--- src/rtl/video_timing_gen_il.sv ---
// Raster timing generator with progressive or interlaced output (per-field vertical
// timing, offset vsync on field 1) and selectable RGB565/RGB888 test patterns.
module video_timing_gen_il #(
    parameter int          DATA_W      = 16,
    parameter bit          INTERLACED  = 1'b1,
    parameter int          H_ACTIVE    = 768,
    parameter int          H_TOTAL     = 944,
    parameter int          H_FP        = 12,
    parameter int          H_SYNC      = 100,
    parameter int          V_ACTIVE_0  = 288,
    parameter int          V_TOTAL_0   = 312,
    parameter int          V_FP_0      = 6,
    parameter int          V_SYNC_0    = 5,
    parameter int          V_ACTIVE_1  = 288,
    parameter int          V_TOTAL_1   = 313,
    parameter int          V_FP_1      = 6,
    parameter int          V_SYNC_1    = 5,
    parameter int          HV_OFFSET_0 = 0,
    parameter int          HV_OFFSET_1 = 472,
    parameter bit          SYNC_POL    = 1'b1,
    parameter logic [15:0] SOLID_COLOR = 16'hF800
) (
    input  logic              clk_i,
    input  logic              reset_i,
    input  logic              enable_i,
    input  logic [1:0]        pattern_sel_i,
    output logic              de_o,
    output logic              hs_o,
    output logic              vs_o,
    output logic              field_o,
    output logic [DATA_W-1:0] data_o,
    output logic [11:0]       h_cnt_o,
    output logic [11:0]       v_cnt_o,
    output logic [11:0]       x_cnt_o,
    output logic [11:0]       y_cnt_o,
    output logic              sof_o,
    output logic              eol_o
);

    localparam logic [11:0] H_LAST   = 12'(H_TOTAL - 1);
    localparam logic [11:0] H_ACT    = 12'(H_ACTIVE);
    localparam logic [11:0] HS_BEG   = 12'(H_ACTIVE + H_FP);
    localparam logic [11:0] HS_END   = 12'(H_ACTIVE + H_FP + H_SYNC);
    localparam logic [11:0] BW_LAST  = 12'(H_ACTIVE / 8 - 1);
    localparam logic [11:0] V_LAST_0 = 12'(V_TOTAL_0 - 1);
    localparam logic [11:0] V_LAST_1 = 12'(V_TOTAL_1 - 1);
    localparam logic [11:0] VA_0     = 12'(V_ACTIVE_0);
    localparam logic [11:0] VA_1     = 12'(V_ACTIVE_1);
    localparam logic [11:0] VS_BEG_0 = 12'(V_ACTIVE_0 + V_FP_0);
    localparam logic [11:0] VS_BEG_1 = 12'(V_ACTIVE_1 + V_FP_1);
    localparam logic [11:0] VS_END_0 = 12'(V_ACTIVE_0 + V_FP_0 + V_SYNC_0);
    localparam logic [11:0] VS_END_1 = 12'(V_ACTIVE_1 + V_FP_1 + V_SYNC_1);
    localparam logic [11:0] OFF_0    = 12'(HV_OFFSET_0);
    localparam logic [11:0] OFF_1    = 12'(HV_OFFSET_1);

    if (!(DATA_W == 16 || DATA_W == 24)) begin : g_bad_data_w
        $error("DATA_W must be 16 or 24");
    end
    if (H_ACTIVE < 8 || H_ACTIVE + H_FP + H_SYNC >= H_TOTAL || H_TOTAL > 4096) begin : g_bad_h
        $error("inconsistent horizontal timing");
    end
    if (V_ACTIVE_0 + V_FP_0 + V_SYNC_0 >= V_TOTAL_0 ||
        V_ACTIVE_1 + V_FP_1 + V_SYNC_1 >= V_TOTAL_1) begin : g_bad_v
        $error("inconsistent vertical timing");
    end
    if (HV_OFFSET_0 >= H_TOTAL || HV_OFFSET_1 >= H_TOTAL) begin : g_bad_off
        $error("vsync offset outside line");
    end

    function automatic logic [DATA_W-1:0] pack(input logic [7:0] r, input logic [7:0] g,
                                               input logic [7:0] b);
        return (DATA_W == 24) ? DATA_W'({r, g, b}) : DATA_W'({r[7:3], g[7:2], b[7:3]});
    endfunction

    logic [11:0]       h_q, h_d, v_q, v_d, bar_cnt_q, bar_cnt_d;
    logic [2:0]        bar_idx_q, bar_idx_d;
    logic              field_q, field_d;
    logic [1:0]        pat_q, pat_cur;
    logic              frame_start, h_wrap, h_act, v_act, de_d, hs_on, vs_on, eol_d;
    logic [11:0]       v_last, vs_beg, vs_end, hv_off, x_d, y_d;
    logic [DATA_W-1:0] data_d;
    logic              bar_r, bar_g, bar_b;
    logic [7:0]        grey;

    always_comb begin
        frame_start = (h_q == '0) && (v_q == '0) && !field_q;
        h_wrap      = (h_q == H_LAST);
        v_last      = field_q ? V_LAST_1 : V_LAST_0;

        h_d     = h_wrap ? '0 : h_q + 12'd1;
        v_d     = v_q;
        field_d = field_q;
        if (h_wrap) begin
            if (v_q == v_last) begin
                v_d     = '0;
                field_d = INTERLACED ? ~field_q : 1'b0;
            end else begin
                v_d = v_q + 12'd1;
            end
        end

        // Bar index advances every BW pixels and sticks at 7 to absorb the remainder.
        if (h_wrap) begin
            bar_cnt_d = '0;
            bar_idx_d = '0;
        end else if (bar_cnt_q == BW_LAST && bar_idx_q != 3'd7) begin
            bar_cnt_d = '0;
            bar_idx_d = bar_idx_q + 3'd1;
        end else begin
            bar_cnt_d = bar_cnt_q + 12'd1;
            bar_idx_d = bar_idx_q;
        end

        pat_cur = frame_start ? pattern_sel_i : pat_q;

        h_act = (h_q < H_ACT);
        v_act = (v_q < (field_q ? VA_1 : VA_0));
        de_d  = h_act && v_act;
        eol_d = (h_q == H_ACT - 12'd1) && v_act;
        hs_on = (h_q >= HS_BEG) && (h_q < HS_END);

        vs_beg = field_q ? VS_BEG_1 : VS_BEG_0;
        vs_end = field_q ? VS_END_1 : VS_END_0;
        hv_off = field_q ? OFF_1 : OFF_0;
        vs_on  = ((v_q > vs_beg) || ((v_q == vs_beg) && (h_q >= hv_off))) &&
                 ((v_q < vs_end) || ((v_q == vs_end) && (h_q < hv_off)));

        x_d = de_d ? h_q : '0;
        y_d = INTERLACED ? {v_q[10:0], field_q} : v_q;

        bar_g = ~bar_idx_q[2];
        bar_r = ~bar_idx_q[1];
        bar_b = ~bar_idx_q[0];
        grey  = x_d[7:0];

        data_d = '0;
        if (de_d) begin
            case (pat_cur)
                2'd0: data_d = pack({8{bar_r}}, {8{bar_g}}, {8{bar_b}});
                2'd1: data_d = pack(grey, grey, grey);
                2'd2: data_d = DATA_W'(SOLID_COLOR);
                default: data_d = (x_d[5] ^ y_d[5]) ? pack(8'hFF, 8'hFF, 8'hFF) : '0;
            endcase
        end
    end

    always_ff @(posedge clk_i) begin
        if (reset_i || !enable_i) begin
            h_q       <= '0;
            v_q       <= '0;
            field_q   <= 1'b0;
            bar_cnt_q <= '0;
            bar_idx_q <= '0;
            pat_q     <= '0;
            de_o      <= 1'b0;
            hs_o      <= ~SYNC_POL;
            vs_o      <= ~SYNC_POL;
            field_o   <= 1'b0;
            data_o    <= '0;
            h_cnt_o   <= '0;
            v_cnt_o   <= '0;
            x_cnt_o   <= '0;
            y_cnt_o   <= '0;
            sof_o     <= 1'b0;
            eol_o     <= 1'b0;
        end else begin
            h_q       <= h_d;
            v_q       <= v_d;
            field_q   <= field_d;
            bar_cnt_q <= bar_cnt_d;
            bar_idx_q <= bar_idx_d;
            pat_q     <= pat_cur;
            de_o      <= de_d;
            hs_o      <= SYNC_POL ? hs_on : ~hs_on;
            vs_o      <= SYNC_POL ? vs_on : ~vs_on;
            field_o   <= field_q;
            data_o    <= data_d;
            h_cnt_o   <= h_q;
            v_cnt_o   <= v_q;
            x_cnt_o   <= x_d;
            y_cnt_o   <= y_d;
            sof_o     <= frame_start;
            eol_o     <= eol_d;
        end
    end

endmodule

--- config.mk ---
export PLATFORM = sky130hd
export DESIGN_NAME = video_timing_gen_il
export DESIGN_NICKNAME = d
export VERILOG_FILES = /design/src/rtl/video_timing_gen_il.sv
export SDC_FILE = /design/constraint.sdc
export NUM_CORES = 1
export LEC_CHECK = 0
export ABC_CLOCK_PERIOD_IN_PS = 2140
export BUFFER_PORTS_ARGS = -buffer_cell sky130_fd_sc_hd__clkbuf_2
export CORE_MARGIN = 1.5
export CORE_UTILIZATION = 50
export DETAILED_ROUTE_END_ITERATION = 7
export PLACE_DENSITY_LB_ADDON = 0.15
export SLEW_MARGIN = 20
export SYNTH_ARGS = -nofsm -noshare
export SYNTH_HDL_FRONTEND = slang
export SYNTH_SLANG_ARGS = --single-unit
--- constraint.sdc ---
create_clock -name clk_i -period 2.14 [get_ports clk_i]
set_input_delay 0.428 -clock clk_i [delete_from_list [all_inputs] [get_ports clk_i]]
set_output_delay 0.428 -clock clk_i [all_outputs]
set_load 0.02 [all_outputs]
==> flow_summary_export.csv, run 1 <==
group,metric,value,unit
synth,yosys_register_bits,100,
die,ios,75,
drt,wire_per_inst,14.3,um
die,die_h,95.2,um
cells_and_area,area_growth,20.2,%
worst_setup_path,rr_worst_depth,7,
die,die_w,95.2,um
worst_setup_path,crit_path_end_kind,"register",
global_routing,grt_overflow,0,
worst_setup_path,crit_required,2430,ps
hold_path,hp-start,"pattern_sel_i[1]",
worst_setup_path,worstPathCellList,"or3_4 -> nor3_1 -> nand2_1 -> inv_1 -> o211ai_1 -> buf_4 -> nand3_1",
drt,first_pass_iters,4,
sta,finalCritPeriodShare,96.0,%
global_routing,grt_use_met3,3.67,%
synth,synthTopCellsByArea,"dfxtp_1, nor2_1, xnor2_1",
sta,setup_tns,0,ps
global_routing,grt_use_met1,29.3,%
synth,ys.flop_type,"dfxtp_1",
cells_and_area,final_area,5110,um^2
die,start_util,51.7,%
cells_and_area,num-fill-cells,747,
worst_setup_path,r2r_slack,90,ps
synth,synth_area,4250,um^2
global_routing,gr-usage-met2,36.2,%
worst_setup_path,arrival,2350,ps
synth,ys_types,57,
drt,drc,0,
worst_setup_path,worstPathBufferInverterCount,2,
synth,postSynthAreaPerCell,9.27,um^2
outcome,outcome,"finished, final reports clean",
pwr,p_leak,2.24,nW
cells_and_area,final_cell_mix,"dfxtp_1, clkbuf_2, nor2_1",
worst_setup_path,worstReg2RegEnd,"data_o[14]$_SDFF_PP0_",
hold_path,hold_end,"pat_q[1]$_SDFF_PP0_",
worst_setup_path,slowest_stage,"or3_4",
drt,num_vias,3433,
placement,hpwl,7040,um
global_routing,grt_max_degree,17,
synth,yosysTopAreaCell,"dfxtp_1",
clock_network,numCtsBuffers,9,
synth,yosys.area.top_type_share,47.1,%
placement,place_area,4860,um^2
die,die_area,9060,um^2
worst_setup_path,critical_path.max_fanout,9,
cells_and_area,layout-drive-gt1-share,29.5,%
sta,slew_viol_final,0,
sta,min_period,2050,ps
global_routing,grt.busiest_layer,"met2",
synth,syn_inst,458,
cells_and_area,layout_commonest_cell,"dfxtp_1",
clock_network,clock-sinks,100,
placement,portBuffers,74,
worst_setup_path,cp-start-kind,"register",
drt,vias_per_cell,5.20,
job,max_cap_viol_count,0,
sta,fmax,0.487,GHz
worst_setup_path,worstSetupPathType,"reg -> reg",
clock_network,cts.clk_slew.worst_paths,90,ps
clock_network,clock_path_buffers,2,
sta,setup_viol,0,
synth,synth-edff-count,0,
drt,wirelength,9420,um
global_routing,grt_pass1_vias,3169,
clock_network,htreeDepth,3,
clock_network,tritoncts,"built",
global_routing,antenna_found_initial,0,
clock_network,cts_hold_buf,0,
clock_network,clk-insertion-delay-late,360,ps
synth,ys_async_sr_fraction,0,%
cells_and_area,n_antenna_cell,0,
drt,drt_iter0_drc,156,
worst_setup_path,critPathTopFamily,"simple AND/OR/NAND/NOR gates",
placement,gp_congestion,0.861,
sta,final_hold_viol_count,0,
pwr,power_density,623,nW/um^2
synth,yosysSeqAreaShare,47.1,%
sta,finClkSkew,11.7,ps
worst_setup_path,timing.rr.start,"v_q[11]$_SDFFE_PP0N_",
global_routing,grt.total_usage,22.0,%
clock_network,cts_root_buf,"clkbuf_8",
hold_path,hold_path_depth,3,
die,coreArea,8220,um^2
cells_and_area,nNetsFinal,568,
worst_setup_path,slowest_delay,450,ps
drt,antenna_left,0,
synth,ys_warn_count,0,
global_routing,grt_pass1_wl,15300,um
hold_path,min-delay-path-class,"in -> reg",
die,rows,33,
pwr,ir_drop,0.318,mV
## how the worst max path moves through the flow
stage,start,endpoint,slack (ps),cells after the start
after floorplan,h_q[4]$_SDFF_PP0_,v_q[11]$_SDFFE_PP0N_,150,7
after global placement,field_q$_SDFFE_PP0P_,vs_o$_SDFF_PP0_,90,7
after detailed placement,field_q$_SDFFE_PP0P_,vs_o$_SDFF_PP0_,3,7
after CTS,field_q$_SDFFE_PP0P_,vs_o$_SDFF_PP0_,10,7
after global routing,h_q[0]$_SDFF_PP0_,data_o[5]$_SDFF_PP0_,-30,8
final,v_q[11]$_SDFFE_PP0N_,data_o[14]$_SDFF_PP0_,90,7
## cells in the mapped netlist, types with 3 or more instances
cell type and count:
buf_2 9, a211o_1 3, and3_1 8, inv_1 18
nand4_1 5, xor2_1 10, a21oi_1 10, ha_1 12
mux2i_1 5, and2_1 21, xnor2_1 22, o21a_1 3
or3_1 4, buf_4 12, o311ai_0 3, nand2_1 28
dfxtp_1 100, o211ai_1 6, nor2b_1 5, nor4_1 9
nor3_2 5, nand3_1 26, or4_4 3, nor3_1 10
nor2_2 3, o21ai_0 4, nor2_1 64, clkbuf_1 12
## sequential cells by signal, indices dropped and copies added (netlist names), 2 cells and up
register   count
v_cnt_o       12
bar_cnt_q     12
v_q           12
pat_q          2
bar_idx_q      3
h_cnt_o       12
h_q           12
data_o        16
x_cnt_o       12
## power breakdown
group | internal (mW) | switching [mW] | leakage (nW)
sequential | 1.88 | 0.0115 | 0.811
combinational | 0.0746 | 0.118 | 1.35
clock | 0.481 | 0.613 | 0.0807
total | 2.44 | 0.743 | 2.24
## timing repair
action | 4_1_cts | 5_1_grt
resized for setup | 0 | 15
setup buffers | 0 | 3
setup endpoints to repair | 0 | 13
## layer usage
| metal | vias up | part of all wire, % |
|---|---|---|
| met3 | 7 | 5.2 |
| met2 | 90 | 47 |
| met4 | 0 | 0.80 |
| met5 | - | 0 |
| li1 | 1721 | - |
| met1 | 1615 | 47 |
## area by class of cell
cell class	count	area, um^2	share of cell area [%]
inverters	18	67.6	1.32
clock buffers	12	155	3.04
repair buffers	117	706	13.8
well taps	105	131	2.57
multi-input cells	305	2020	39.5
clock inverters	3	22.5	0.441
flip-flops and latches	100	2010	39.3
## logic make-up after synthesis
kind of cell | share of synthesized area (%)
DFF | 47.1
AOI/OAI and AO/OA | 7.89
buffers and inverters | 6.48
xor gates and xnor gates | 6.60
muxes | 1.18
other | 0.0883
and+or+nand+nor | 27.1
adders and majority gates | 3.53
## through the flow
step	setup WS [ps]	hold slack [ps]	util, %	power [mW]	instances
global placement	85.6	433	59.1	2.12	642
CTS	10.9	380	61.3	3.19	657
detailed placement	3.05	445	59.1	2.12	642
finish	86.1	388	62.1	3.18	660
floorplan	149	418	-	2.05	459
global route	-31.3	423	62.1	3.30	660
## worst min-delay path: cells and delay by family
family,cells,cell delay [ps]
and+or+nand+nor,1,70
buffers and inverters,1,130
AOI/OAI and AO/OA,1,80
No activity file was read; power rests on OpenSTA's default activity.
==> run 2: changes to the inputs <==
--- a/config.mk
+++ b/config.mk
@@ -8,7 +8,7 @@
 export ABC_CLOCK_PERIOD_IN_PS = 2140
 export BUFFER_PORTS_ARGS = -buffer_cell sky130_fd_sc_hd__clkbuf_2
 export CORE_MARGIN = 1.5
-export CORE_UTILIZATION = 50
+export CORE_UTILIZATION = 29
 export DETAILED_ROUTE_END_ITERATION = 7
 export PLACE_DENSITY_LB_ADDON = 0.15
 export SLEW_MARGIN = 20
==> run 2 against run 1 <==
- via count up 0.26%
- non-clock buffer count is 4 higher
- cell area rose by 5.5%
- clock power grew 55%
- sequential cell count unchanged
- largest power group unchanged
- highest routed layer unchanged
==> flow_summary_export.csv, run 2 (synthesized netlist as in run 1, its figures left out) <==
group,metric,value,unit
sta,final_hold_viol_count,0,
global_routing,grt_overflow,0,
clock_network,htreeDepth,3,
worst_setup_path,cp-start-kind,"register",
drt,wirelength,10600,um
die,die_w,124,um
die,die_area,15400,um^2
die,rows,44,
cells_and_area,final_cell_count_no_fill,744,
cells_and_area,layout-drive-gt1-share,30.0,%
global_routing,antenna_found_initial,0,
die,die_h,124,um
cells_and_area,area_growth,26.8,%
die,coreArea,14400,um^2
cells_and_area,final_cell_mix,"dfxtp_1, clkbuf_2, nor2_1",
cells_and_area,largest_reg_flops,16,
clock_network,cts.clk_slew.worst_paths,70,ps
clock_network,cts_root_buf,"clkbuf_16",
drt,wire_per_inst,14.3,um
global_routing,grt_pass1_vias,3298,
clock_network,tritoncts,"built",
die,start_util,29.5,%
drt,vias_per_cell,4.63,
placement,gp_congestion,0.852,
pwr,p_leak,2.33,nW
placement,hpwl,8010,um
cells_and_area,nNetsFinal,572,
sta,setup_viol,0,
clock_network,clock-sinks,100,
sta,finalCritPeriodShare,95.1,%
sta,fmax,0.491,GHz
drt,drt_iter0_drc,154,
hold_path,min-delay-path-class,"in -> reg",
global_routing,grt.total_usage,14.5,%
placement,portBuffers,74,
worst_setup_path,worstSetupPathType,"reg -> reg",
global_routing,grt_max_degree,21,
cells_and_area,layout_commonest_cell,"dfxtp_1",
pwr,ir_drop,0.347,mV
drt,num_vias,3442,
global_routing,grt_pass1_wl,16800,um
worst_setup_path,critical_path.max_fanout,5,
worst_setup_path,crit_required,2440,ps
sta,whs,412,ps
drt,drc,0,
sta,finClkSkew,8.12,ps
cells_and_area,regMostFlops,"data_o",
clock_network,clk-insertion-delay-late,350,ps
worst_setup_path,crit_path_end_kind,"register",
drt,first_pass_iters,4,
die,ios,75,
pwr,power_density,702,nW/um^2
cells_and_area,n_antenna_cell,0,
job,max_cap_viol_count,0,
clock_network,clock_path_buffers,2,
placement,placedCellCount,725,
clock_network,numCtsBuffers,9,
worst_setup_path,arrival,2330,ps
outcome,outcome,"finished, final reports clean",
sta,slew_viol_final,0,
sta,min_period,2040,ps
drt,antenna_left,0,
run 2: metal layers:
metal  wire length (um)  track usage [%]  vias up
met5                  0                0        -
met4                303             5.89        0
met3                504             3.94       24
met2               4890             22.5       73
met1               4910             18.9     1605
li1                   -                -     1740
run 2: metrics by stage:
step                instance area, um^2  TNS, ps  setup WS (ps)  utilization, %  total power [mW]
global placement                   5000        0           6.55            34.7              2.13
CTS                                5320        0           19.4            36.9              3.83
detailed placement                 5000    -26.3          -26.3            34.7              2.13
global route                       5390    -53.4          -18.9            37.4              3.94
finish                             5390        0            105            37.4              3.78
floorplan                          4250        0            149               -              2.05
run 2: repair_timing:
| action | 4_1_cts | 5_1_grt |
|---|---|---|
| resized for setup | 1 | 11 |
| hold buffers | 0 | 0 |
| cloned | 0 | 1 |
| buffers inserted | 0 | 2 |
| pin swaps | 0 | 2 |
| setup endpoints to repair | 1 | 15 |
run 2: power by group:
| group | switching [mW] | internal (mW) |
|---|---|---|
| combinational | 0.120 | 0.0737 |
| clock | 0.709 | 0.979 |
| sequential | 0.0110 | 1.89 |
| total | 0.840 | 2.94 |
run 2: critical path, stage by stage, from the launching register on:
cell	delay, ps
dfxtp_1	340
inv_1	110
ha_1	200
nor2b_1	240
nand2_1	190
nor4_4	310
o211ai_1	130
buf_4	170
clkdlybuf4s15_2	220
nand3_1	70
run 2: worst paths after layout:
kind | startpoint | to | slack (ps) | cells past startpoint
max reg2reg | h_q[0]$_SDFF_PP0_ | data_o[11]$_SDFF_PP0_ | 100 | 9
min | pattern_sel_i[1] | pat_q[1]$_SDFF_PP0_ | 410 | 3
max | h_q[0]$_SDFF_PP0_ | data_o[11]$_SDFF_PP0_ | 100 | 9
min reg2reg | bar_cnt_q[0]$_SDFF_PP0_ | bar_cnt_q[0]$_SDFF_PP0_ | 450 | 1
run 2: area by class of cell:
class | instances | area (um^2)
clock buffers | 12 | 256
multi-input cells | 305 | 2020
flip-flops and latches | 100 | 2000
inverters | 18 | 67.6
well taps | 184 | 230
fillers | 1497 | 9040
repair buffers | 121 | 752
clock inverters | 4 | 56.3
==> run 3: changes to the inputs <==
--- a/config.mk
+++ b/config.mk
@@ -11,6 +11,7 @@
 export CORE_UTILIZATION = 29
 export DETAILED_ROUTE_END_ITERATION = 7
 export PLACE_DENSITY_LB_ADDON = 0.15
+export REMOVE_ABC_BUFFERS = 1
 export SLEW_MARGIN = 20
 export SYNTH_ARGS = -nofsm -noshare
 export SYNTH_HDL_FRONTEND = slang
==> run 3 against run 2 <==
- setup slack improved by 5.9 ps
- register-to-register slack about the same
- first-iteration DRC count increased by 9.7%
- global-route usage decreased by 0.068 points
- sequential power about the same
- sequential cell count unchanged
- via count decreased by 2.0%
==> flow_summary_export.csv, run 3 (synthesized netlist as in run 1, its figures left out) <==
group,metric,value,unit
clock_network,cts.clk_slew.worst_paths,70,ps
worst_setup_path,slowest_delay,570,ps
sta,fmax,0.493,GHz
clock_network,htreeDepth,3,
pwr,p_sw,0.844,mW
clock_network,cts_hold_buf,0,
global_routing,grt.total_usage,14.4,%
drt,antenna_left,0,
pwr,p_seq_share,51.9,%
cells_and_area,nNetsFinal,571,
worst_setup_path,slowest_stage,"or4_4",
global_routing,grt_overflow,0,
sta,finalCritPeriodShare,94.8,%
drt,wirelength,10400,um
pwr,switching_share,23.1,%
sta,layout_setup_ws,111,ps
worst_setup_path,critical_path.max_fanout,6,
sta,whs,395,ps
clock_network,tritoncts,"built",
clock_network,clock-sinks,100,
worst_setup_path,critPathTopFamily,"simple AND/OR/NAND/NOR gates",
sta,slew_viol_final,0,
pwr,p_leak,2.30,nW
die,rows,44,
global_routing,antenna_found_initial,0,
die,ios,75,
sta,min_period,2030,ps
cells_and_area,final_area,5330,um^2
cells_and_area,finalCoreUtilization,37.0,%
worst_setup_path,crit_required,2410,ps
global_routing,grt_pass1_wl,16600,um
sta,final_hold_viol_count,0,
placement,place_area,4990,um^2
drt,drc,0,
pwr,power_density,686,nW/um^2
sta,finClkSkew,5.81,ps
drt,num_vias,3374,
clock_network,clk-insertion-delay-late,350,ps
cells_and_area,area_growth,25.5,%
pwr,ir_drop,0.471,mV
placement,hpwl,7890,um
placement,portBuffers,74,
die,coreArea,14400,um^2
die,die_area,15400,um^2
global_routing,grt_max_degree,20,
job,max_cap_viol_count,0,
placement,placedCellCount,725,
pwr,pwr-share-clk,43.0,%
cells_and_area,final_cell_count_no_fill,743,
cells_and_area,layout-drive-gt1-share,29.3,%
sta,setup_viol,0,
global_routing,grt_pass1_vias,3166,
die,die_w,124,um
worst_setup_path,crit_path_end_kind,"register",
placement,pre_cts_ws,9.45,ps
die,die_h,124,um
cells_and_area,layout_commonest_cell,"dfxtp_1",
pwr,power_frac_comb,5.1,%
sta,setup_tns,0,ps
clock_network,clock_path_buffers,2,
worst_setup_path,worstSetupPathType,"reg -> reg",
pwr,total_power,3.66,mW
worst_setup_path,worstPathBufferInverterCount,0,
cells_and_area,n_antenna_cell,0,
placement,gp_congestion,0.796,
outcome,outcome,"finished, final reports clean",
drt,drt_iter0_drc,169,
drt,first_pass_iters,4,
clock_network,numCtsBuffers,9,
drt,wire_per_inst,14.1,um
die,start_util,29.5,%
clock_network,cts_root_buf,"clkbuf_16",
worst_setup_path,cp-start-kind,"register",
worst_setup_path,r2r_slack,110,ps
worst_setup_path,worstPathCellList,"or3_1 -> or4_4 -> a2bb2oi_1 -> a22o_1 -> a211oi_2",
cells_and_area,regMostFlops,"data_o",
pwr,p_int,2.81,mW
worst_setup_path,arrival,2300,ps
cells_and_area,final_cell_mix,"dfxtp_1, clkbuf_2, nor2_1",
hold_path,min-delay-path-class,"in -> reg",
cells_and_area,largest_reg_flops,16,
drt,vias_per_cell,4.54,
## run 3: area by class of cell
class	instances	area, um^2
inverter	18	67.6
clock inverter	4	32.5
tap	184	230
fill	1507	9090
clock buffer	12	256
sequential	100	2000
multi-input combinational	305	2010
timing repair buffer	120	728
## run 3: final timing paths
kind,startpoint,end,cells after the start
worst max-delay path,h_q[11]$_SDFF_PP0_,data_o[7]$_SDFF_PP0_,5
worst min-delay path,pattern_sel_i[1],pat_q[1]$_SDFF_PP0_,3
worst max register to register,h_q[11]$_SDFF_PP0_,data_o[7]$_SDFF_PP0_,5
worst min register to register,bar_cnt_q[0]$_SDFF_PP0_,bar_cnt_q[0]$_SDFF_PP0_,1
## run 3: repair_timing
item | CTS | global route
resized for setup | 1 | 9
setup endpoints to repair | 4 | 13
pin swaps | 0 | 2
cloned | 0 | 0
setup buffers | 0 | 2
## run 3: tightest hold or removal path: cells and delay by family
kind / cells / cell delay [ps]
buffers and inverters: 1 / 130
and+or+nand+nor: 1 / 70
AOI/OAI and AO/OA: 1 / 70
## run 3: routing by layer
layer | up-vias | wire (um) | global-route usage (%)
met5 | - | 0 | 0
met4 | 0 | 140 | 4.19
met3 | 13 | 484 | 3.98
met2 | 68 | 4650 | 22.3
met1 | 1559 | 5170 | 19.5
li1 | 1734 | - | -
## run 3: power groups by stage
stage	clock [mW]	combinational, mW	sequential [mW]
after floorplan	0	0.0807	1.97
after global placement	0	0.183	1.94
after detailed placement	0	0.185	1.94
after CTS	1.63	0.186	1.90
after global routing	1.71	0.208	1.90
final	1.57	0.187	1.90
